<file path="src/rtl/uno_pkg.sv">
// uno_pkg: shared types and constants for the uno command sequencer.
//   MAC_BW     - PE operand width (Q4.8); results are 2*MAC_BW wide
//   N_STEPS    - Horner coefficient steps for nonlinear ops
//   LEN_W      - width of the MAC-mode repeat count
//   K_W        - step counter width, max(LEN_W, clog2(N_STEPS+1))
//   op_e       - PE operation encoding
//   state_e    - sequencer FSM states
//   COEFF_TBL  - per-op Horner coefficients, Q4.8, highest order first
package uno_pkg;

  localparam int MAC_BW  = 12;
  localparam int N_STEPS = 4;
  localparam int LEN_W   = 4;
  localparam int IDX_W   = $clog2(N_STEPS);
  localparam int K_W     = (LEN_W > $clog2(N_STEPS + 1)) ? LEN_W : $clog2(N_STEPS + 1);

  // Step index of the trailing scale/offset step of a nonlinear op.
  localparam logic [K_W-1:0] K_LAST = K_W'(N_STEPS);

  typedef enum logic [1:0] {
    OP_MAC = 2'b00,
    OP_DIV = 2'b01,
    OP_EXP = 2'b10,
    OP_LOG = 2'b11
  } op_e;

  typedef enum logic [1:0] {
    ST_IDLE = 2'b00,
    ST_RUN  = 2'b01,
    ST_CAPT = 2'b10,
    ST_RESP = 2'b11
  } state_e;

  // Row order follows op_e. The MAC row is unused and kept at zero.
  // exp: 1/24, 1/6, 1/2, 1.
  localparam logic [MAC_BW-1:0] COEFF_TBL [4][N_STEPS] = '{
    '{12'd0,  12'd0,  12'd0,   12'd0},
    '{12'd32, 12'd64, 12'd128, 12'd256},
    '{12'd11, 12'd43, 12'd128, 12'd256},
    '{12'd64, 12'd85, 12'd128, 12'd256}
  };

endpackage

</file>
<file path="src/rtl/uno_coeff_rom.sv">
// uno_coeff_rom: combinational coefficient lookup for the Horner steps.
//   op    in  op_e     - operation being sequenced
//   k     in  K_W      - current step index
//   coeff out MAC_BW   - COEFF_TBL[op][k]; zero for MAC and for k >= N_STEPS
module uno_coeff_rom
  import uno_pkg::*;
(
  input  op_e               op,
  input  logic [K_W-1:0]    k,
  output logic [MAC_BW-1:0] coeff
);

  always_comb begin
    coeff = '0;
    if (op != OP_MAC && k < K_LAST) begin
      coeff = COEFF_TBL[op][k[IDX_W-1:0]];
    end
  end

endmodule

</file>
<file path="src/rtl/uno_seq.sv">
// uno_seq: command sequencer driving one uno PE.
//   clk, rst                        - clock, synchronous active-high reset
//   cmd_valid/cmd_ready             - command handshake
//   cmd_op, cmd_x, cmd_y, cmd_z     - operation and operands
//   cmd_len                         - MAC accumulation count (0 means 1)
//   pe_op, pe_x, pe_y, pe_z         - PE operands, held from the last command
//   pe_coeff                        - per-step coefficient
//   pe_first_cycle, pe_last_cycle,
//   pe_acc_en                       - PE step strobes, active only in RUN
//   pe_result                       - PE registered accumulator output
//   rsp_valid/rsp_ready, rsp_data   - result handshake
//
// Handshakes: a transfer happens on a rising clk edge where valid and ready
// are both high. Once raised, rsp_valid and rsp_data stay stable until that
// transfer. cmd_valid is only looked at while cmd_ready is high.
module uno_seq
  import uno_pkg::*;
(
  input  logic                  clk,
  input  logic                  rst,
  input  logic                  cmd_valid,
  output logic                  cmd_ready,
  input  logic [1:0]            cmd_op,
  input  logic [MAC_BW-1:0]     cmd_x,
  input  logic [MAC_BW-1:0]     cmd_y,
  input  logic [2*MAC_BW-1:0]   cmd_z,
  input  logic [LEN_W-1:0]      cmd_len,
  output logic [1:0]            pe_op,
  output logic [MAC_BW-1:0]     pe_x,
  output logic [MAC_BW-1:0]     pe_y,
  output logic [2*MAC_BW-1:0]   pe_z,
  output logic [MAC_BW-1:0]     pe_coeff,
  output logic                  pe_first_cycle,
  output logic                  pe_last_cycle,
  output logic                  pe_acc_en,
  input  logic [2*MAC_BW-1:0]   pe_result,
  output logic                  rsp_valid,
  input  logic                  rsp_ready,
  output logic [2*MAC_BW-1:0]   rsp_data
);

  state_e              state_q, state_d;
  logic [K_W-1:0]      k_q;
  op_e                 op_q;
  logic [MAC_BW-1:0]   x_q, y_q;
  logic [2*MAC_BW-1:0] z_q;
  logic [LEN_W-1:0]    len_q;
  logic [K_W-1:0]      last_k;
  logic [MAC_BW-1:0]   rom_coeff;
  logic                run;

  // Index of the final step: L-1 for MAC (len 0 behaves as len 1),
  // N_STEPS for nonlinear ops (coefficient steps plus scale/offset).
  always_comb begin
    last_k = K_LAST;
    if (op_q == OP_MAC) begin
      last_k = (len_q == '0) ? '0 : K_W'(len_q) - K_W'(1);
    end
  end

  uno_coeff_rom u_rom (
    .op    (op_q),
    .k     (k_q),
    .coeff (rom_coeff)
  );

  // State and datapath registers.
  always_ff @(posedge clk) begin
    if (rst) begin
      state_q   <= ST_IDLE;
      cmd_ready <= 1'b1;
      k_q       <= '0;
      op_q      <= OP_MAC;
      x_q       <= '0;
      y_q       <= '0;
      z_q       <= '0;
      len_q     <= '0;
      rsp_valid <= 1'b0;
      rsp_data  <= '0;
    end else begin
      state_q   <= state_d;
      cmd_ready <= (state_d == ST_IDLE);
      if (state_q == ST_IDLE && cmd_valid) begin
        op_q  <= op_e'(cmd_op);
        x_q   <= cmd_x;
        y_q   <= cmd_y;
        z_q   <= cmd_z;
        len_q <= cmd_len;
        k_q   <= '0;
      end else if (state_q == ST_RUN) begin
        k_q <= k_q + K_W'(1);
      end
      // pe_result here reflects the final step, registered by the PE.
      if (state_q == ST_CAPT) begin
        rsp_data  <= pe_result;
        rsp_valid <= 1'b1;
      end else if (state_q == ST_RESP && rsp_ready) begin
        rsp_valid <= 1'b0;
      end
    end
  end

  // Next-state logic.
  always_comb begin
    state_d = state_q;
    case (state_q)
      ST_IDLE: if (cmd_valid) state_d = ST_RUN;
      ST_RUN:  if (k_q == last_k) state_d = ST_CAPT;
      ST_CAPT: state_d = ST_RESP;
      ST_RESP: if (rsp_ready) state_d = ST_IDLE;
      default: state_d = ST_IDLE;
    endcase
  end

  // PE control outputs.
  always_comb begin
    run            = (state_q == ST_RUN);
    pe_op          = op_q;
    pe_x           = x_q;
    pe_y           = y_q;
    pe_z           = z_q;
    pe_first_cycle = run && (k_q == '0);
    pe_last_cycle  = run && (k_q == last_k);
    pe_acc_en      = run && (op_q == OP_MAC) && (k_q != '0);
    pe_coeff       = run ? rom_coeff : '0;
  end

endmodule

</file>
<file path="config.mk">
export PLATFORM = sky130hd
export DESIGN_NAME = uno_seq
export DESIGN_NICKNAME = d
export VERILOG_FILES = /design/src/rtl/uno_pkg.sv /design/src/rtl/uno_coeff_rom.sv /design/src/rtl/uno_seq.sv
export SDC_FILE = /design/constraint.sdc
export NUM_CORES = 1
export LEC_CHECK = 0
export BUFFER_PORTS_ARGS = -buffer_cell sky130_fd_sc_hd__buf_2
export CORE_ASPECT_RATIO = 0.6
export CORE_MARGIN = 2
export CORE_UTILIZATION = 45
export DETAILED_ROUTE_END_ITERATION = 16
export PLACE_DENSITY = 0.84
export SETUP_SLACK_MARGIN = 0.05
export SLEW_MARGIN = 0
export SYNTH_ARGS = -nofsm -noshare
export SYNTH_HDL_FRONTEND = slang
export SYNTH_HIERARCHICAL = 1
export SYNTH_SLANG_ARGS = --single-unit
</file>
<file path="constraint.sdc">
create_clock -name clk -period 3.6 [get_ports clk]
set_input_delay 0.36 -clock clk [delete_from_list [all_inputs] [get_ports clk]]
set_output_delay 0.36 -clock clk [all_outputs]
set_load 0.02 [all_outputs]
</file>
# == Word level (Yosys, flattened, before mapping) ==
# Cells that the tools add are included.
# word_totals
out_inout_bits,91
in_bits,82
memories,0
reg_bits,86
latchBits,0
mem_bits_ro,0
wordCells,53
ramBits,0
# op_classes
eq_ne,4
mux,16
n_bitwise,2
reduce_logical,16
n_shift,0
addsub,2
div,0
magnitude_cmp,3
multipliers,0
# ops
operator,count
$bmux 48 s2,1
$mux 48,2
$mux 12,4
$bmux 12 s2,1
$logic_not 4->1,2
$mux 4,2
$pmux 2 s4,1
$logic_and 1x1->1,7
$ge 3x3->1 const B,2
$logic_not 2->1,3
$mux 2,3
$not 2->3,2
$add 4x1->4 const B,1
$eq 2x2->1 const B,2
$eq 4x4->1,1
$lt 4x3->1 const B,1
$reduce_bool 2->1,2
$reduce_bool 4->1,1
$sub 4x1->4 const B,1
$eq 2x1->1 const B,1
$mux 1,2
$reduce_or 2->1,1

# == Longest topological paths before layout ==
# depth
ltp_word,9
ltp_mapped,8
depth_no_buf,8

# == Hierarchy ==
# Netlist, hierarchy kept.
# by_module_without_submodules
module,instances,area_each_um2,cells_each,seq_area_each_um2
uno_seq,1,3258.1,419,1721.7
uno_coeff_rom,1,145.1,22,0.0

# == Least setup slack after synthesis ==
# No wires, ideal clock.
# synth_timing
kind,register to output
from,register len_q[3]
to,output pe_last_cycle
required_ns,3.240
path_stages_with_launch,6
arrival_ns,1.479
setup_slack_ns,1.761
path_buffers,0
cell_sequence,dfxtp_1 > or4_4 > a211oi_2 > xnor2_1 > nand4_1 > inv_2
# synth_via
elab_chain_cells,5
elab_cells_between_ends,6
cone_classes,add/sub: 1; eq/ne: 1; mux: 2; reduce/logical: 2
# synth_rtl
element,line,text
"start, declared",uno_seq.sv:47,logic [LEN_W-1:0] len_q;
"start signal, assigned",uno_seq.sv:88,len_q <= cmd_len;
$sub 4x1->4 / $logic_not 4->1 (equally long branches),uno_seq.sv:57,last_k = (len_q == '0) ? '0 : K_W'(len_q) - K_W'(1);
$mux 4 *,uno_seq.sv:57,
$mux 4 *,uno_seq.sv:56,if (op_q == OP_MAC) begin
$eq 4x4->1 *,uno_seq.sv:123,pe_last_cycle = run && (k_q == last_k);
$logic_and 1x1->1 *,uno_seq.sv:123,
"end, declared",uno_seq.sv:34,"output logic pe_last_cycle,"
# Mark *: on every way between the ends. The rest lies on a longest branch, timed or not.

# == Worst setup path in the final report ==
# layout_timing
from,register len_q[0]
to,output pe_last_cycle
# The elaborated chain is that of the path after synthesis.

==> impl_metrics.json <==
{
  "status": "completed",
  "max_freq_mhz": 402,
  "finalWeightedCongestion": 0.822,
  "antenna_found_initial": 0,
  "initial_core_util": 0.466,
  "design_area_sq_um": 4560,
  "clock_power_share": 0.358,
  "dp_hpwl_mm": 6.21,
  "ctsHoldBuffers": 0,
  "critical_path_arrival_ps": 2130,
  "area.growth.synth_to_final_pct": 33.9,
  "grtUsageTotal": 0.205,
  "cp_common_cell": "nor3b_1",
  "slew_headroom": 0.285,
  "required_ps": 3240,
  "crit_type": "flip-flop to primary output",
  "row_count": 24,
  "clock_latency_ps": 320,
  "ios": 173,
  "dr.first_iter.drc_count": 186,
  "layout.nets": 675,
  "crit_slowest_cell": "nor3b_1",
  "vias": 3370,
  "final.setup_skew_ps": 4.47,
  "synthFlopType": "dfxtp_1",
  "drive_gt1_frac": 0.327,
  "max_stage_delay_ps": 450,
  "post_cts_resized": 0,
  "numCtsBuffers": 9,
  "hold_ws_ps": 269,
  "die_h_um": 71.4,
  "swShare": 0.302,
  "wl_mm": 8.70,
  "fin_total_pwr_mw": 2.60,
  "fin_crit_ps": 2490,
  "portBuffers": 169,
  "die_x_um": 116,
  "grt.busiest_layer": "met2",
  "clock_sinks": 86,
  "clk_pin_slew_ps": 60,
  "rsz0062_at_grt": "false",
  "synth-seq-cells": 86,
  "synth.cell_area_sq_um": 3400,
  "synth_edf_count": 0,
  "hold_violations": 0,
  "htree_num_levels": 3,
  "yosys_warnings": 6,
  "grt_pass1_vias": 3044,
  "cts_tree": "built",
  "worst_pin_slew_ps": 1070,
  "grtUsageMet3": 0.0736,
  "antennaDiodeCount": 0,
  "global_route.usage.met1": 0.252,
  "root_buffer": "clkbuf_16",
  "tns_ps": 0,
  "vias_per_cell": 4.83,
  "grt_overflow": 0,
  "slew_viol_final": 0,
  "die-area_sq_um": 8300,
  "path_buf_inv": 3,
  "firstDrtPassIters": 4,
  "maxCapViolCount": 0,
  "drtAntennaViolNets": 0,
  "met2_usage": 0.349,
  "setup_viol": 0,
  "avgSynthCellArea_sq_um": 7.72,
  "nFillCells": 656,
  "finalCritPeriodShare": 0.691,
  "cp_cell_sequence": "inv_1, ha_1, nor3b_1, nor3_1, nor3b_1, nand4_1, inv_2, buf_2",
  "power.density_nw_per_um2": 571,
  "ys_async_sr_fraction": 0,
  "final_cells": 698,
  "ir_drop_mv": 0.393,
  "cp-start-kind": "flip-flop",
  "dpl-instance-area_sq_um": 4250,
  "grt_pass1_wl_mm": 13.7,
  "power.switching_mw": 0.787,
  "synthCells": 441,
  "core_sq_um": 7300,
  "cpLargestDelayFamily": "simple AND/OR/NAND/NOR gates",
  "p_int_mw": 1.82,
  "wl_per_cell_um": 12.5,
  "hold_path_class": "primary input to flip-flop",
  "cts_buffer_depth": 2,
  "cp-end-kind": "primary output",
  "p_leak_nw": 2.11,
  "path_max_fanout": 5,
  "dp_cells": 682,
  "seq_area_frac_synth": 0.506,
  "ys_types": 35,
  "seq_power_share": 0.423,
  "postCtsSetupBuffers": 0,
  "grt_start_max_net_pins": 59,
  "drc": 0,
  "combPwrFrac": 0.219
}
-- routing by layer --
layer,part of all wire,up-vias
met3,0.099,2
li1,-,1707
met5,0,-
met2,0.45,146
met4,0.0032,0
met1,0.45,1515
-- cells by family after synthesis --
family | synth area share
other cells | 0.00110
flops | 0.506
simple gates | 0.269
fa+ha+maj | 0.0147
compound gates | 0.140
xor+xnor | 0.0154
buf+inv | 0.0544
-- sequential cells by signal, indices dropped and copies added, names as in the netlist --
signal / flops
len_q: 4
pe_x: 12
pe_y: 12
state_q: 2
k_q: 4
rsp_valid: 1
rsp_data: 24
pe_z: 24
pe_op: 2
cmd_ready: 1
-- final cells by class --
type | instances | area (sq um) | area share
multi-input combinational | 314 | 1510 | 0.331
clock buffer | 12 | 256 | 0.0563
sequential | 86 | 1720 | 0.378
clock inverter | 4 | 53.8 | 0.0118
inverter | 7 | 26.3 | 0.00577
tap | 104 | 130 | 0.0286
timing repair buffer | 171 | 861 | 0.189
-- power by group through the flow --
stage          Sequential [mW]  Clock [mW]  Combinational [mW]
2_1_floorplan             1.21           0               0.302
3_3_place_gp              1.12           0               0.555
3_5_place_dp              1.12           0               0.572
4_1_cts                   1.10       0.957               0.573
5_1_grt                   1.11       0.998               0.629
6_report                  1.10       0.932               0.570
-- placed cells by master (no fill, tap or decap), types with 2 or more instances in the layout --
| master | instances |
|---|---|
| a211oi_1 | 3 |
| a211oi_2 | 2 |
| and2_1 | 12 |
| xnor2_1 | 3 |
| nor2_1 | 6 |
| nand2b_1 | 4 |
| dfxtp_1 | 86 |
| nor3b_1 | 2 |
| nand4_1 | 2 |
| a21oi_1 | 81 |
| buf_2 | 169 |
| nor4_1 | 2 |
| nand2_1 | 160 |
| conb_1 | 3 |
| clkbuf_16 | 9 |
| inv_1 | 6 |
| buf_4 | 2 |
| xor2_1 | 3 |
| nor3_1 | 8 |
| clkbuf_8 | 2 |
| clkinvlp_4 | 2 |
| ha_1 | 4 |
| nor4b_1 | 2 |
| nor2b_1 | 4 |
-- tightest hold or removal path, delay by kind of cell --
kind / cells / cell delay [ps]
compound gates: 1 / 50
buf+inv: 1 / 90
simple gates: 1 / 40
-- path summary, 6_finish.rpt --
check                                 from       endpoint  slack (ps)  cells past startpoint
worst min register to register     pe_z[0]        pe_z[0]         450                      2
worst max-delay path              len_q[0]  pe_last_cycle        1110                      8
worst max register to register  state_q[1]       len_q[2]        1750                      4
worst min-delay path              cmd_x[2]        pe_x[2]         270                      3
-- cells in the mapped netlist (4+ instances only) --
library cell,instances,share of area
a21oi_1,81,0.12
and2_1,13,0.024
buf_2,4,0.0059
buf_4,5,0.011
clkbuf_1,26,0.029
dfxtp_1,86,0.51
ha_1,4,0.015
inv_1,6,0.0066
nand2_1,161,0.18
nand2b_1,4,0.0074
nor2_1,6,0.0066
nor2b_1,4,0.0074
nor3_1,8,0.012
-- through the flow --
| stage | util | setup WS, ps |
|---|---|---|
| 3_3_place_gp | 0.582 | 1600 |
| 4_1_cts | 0.624 | 1120 |
| 6_report | 0.624 | 1110 |
| 2_1_floorplan | - | 1760 |
| 5_1_grt | 0.624 | 908 |
| 3_5_place_dp | 0.582 | 1470 |
Power figures use the tool's default switching activity.
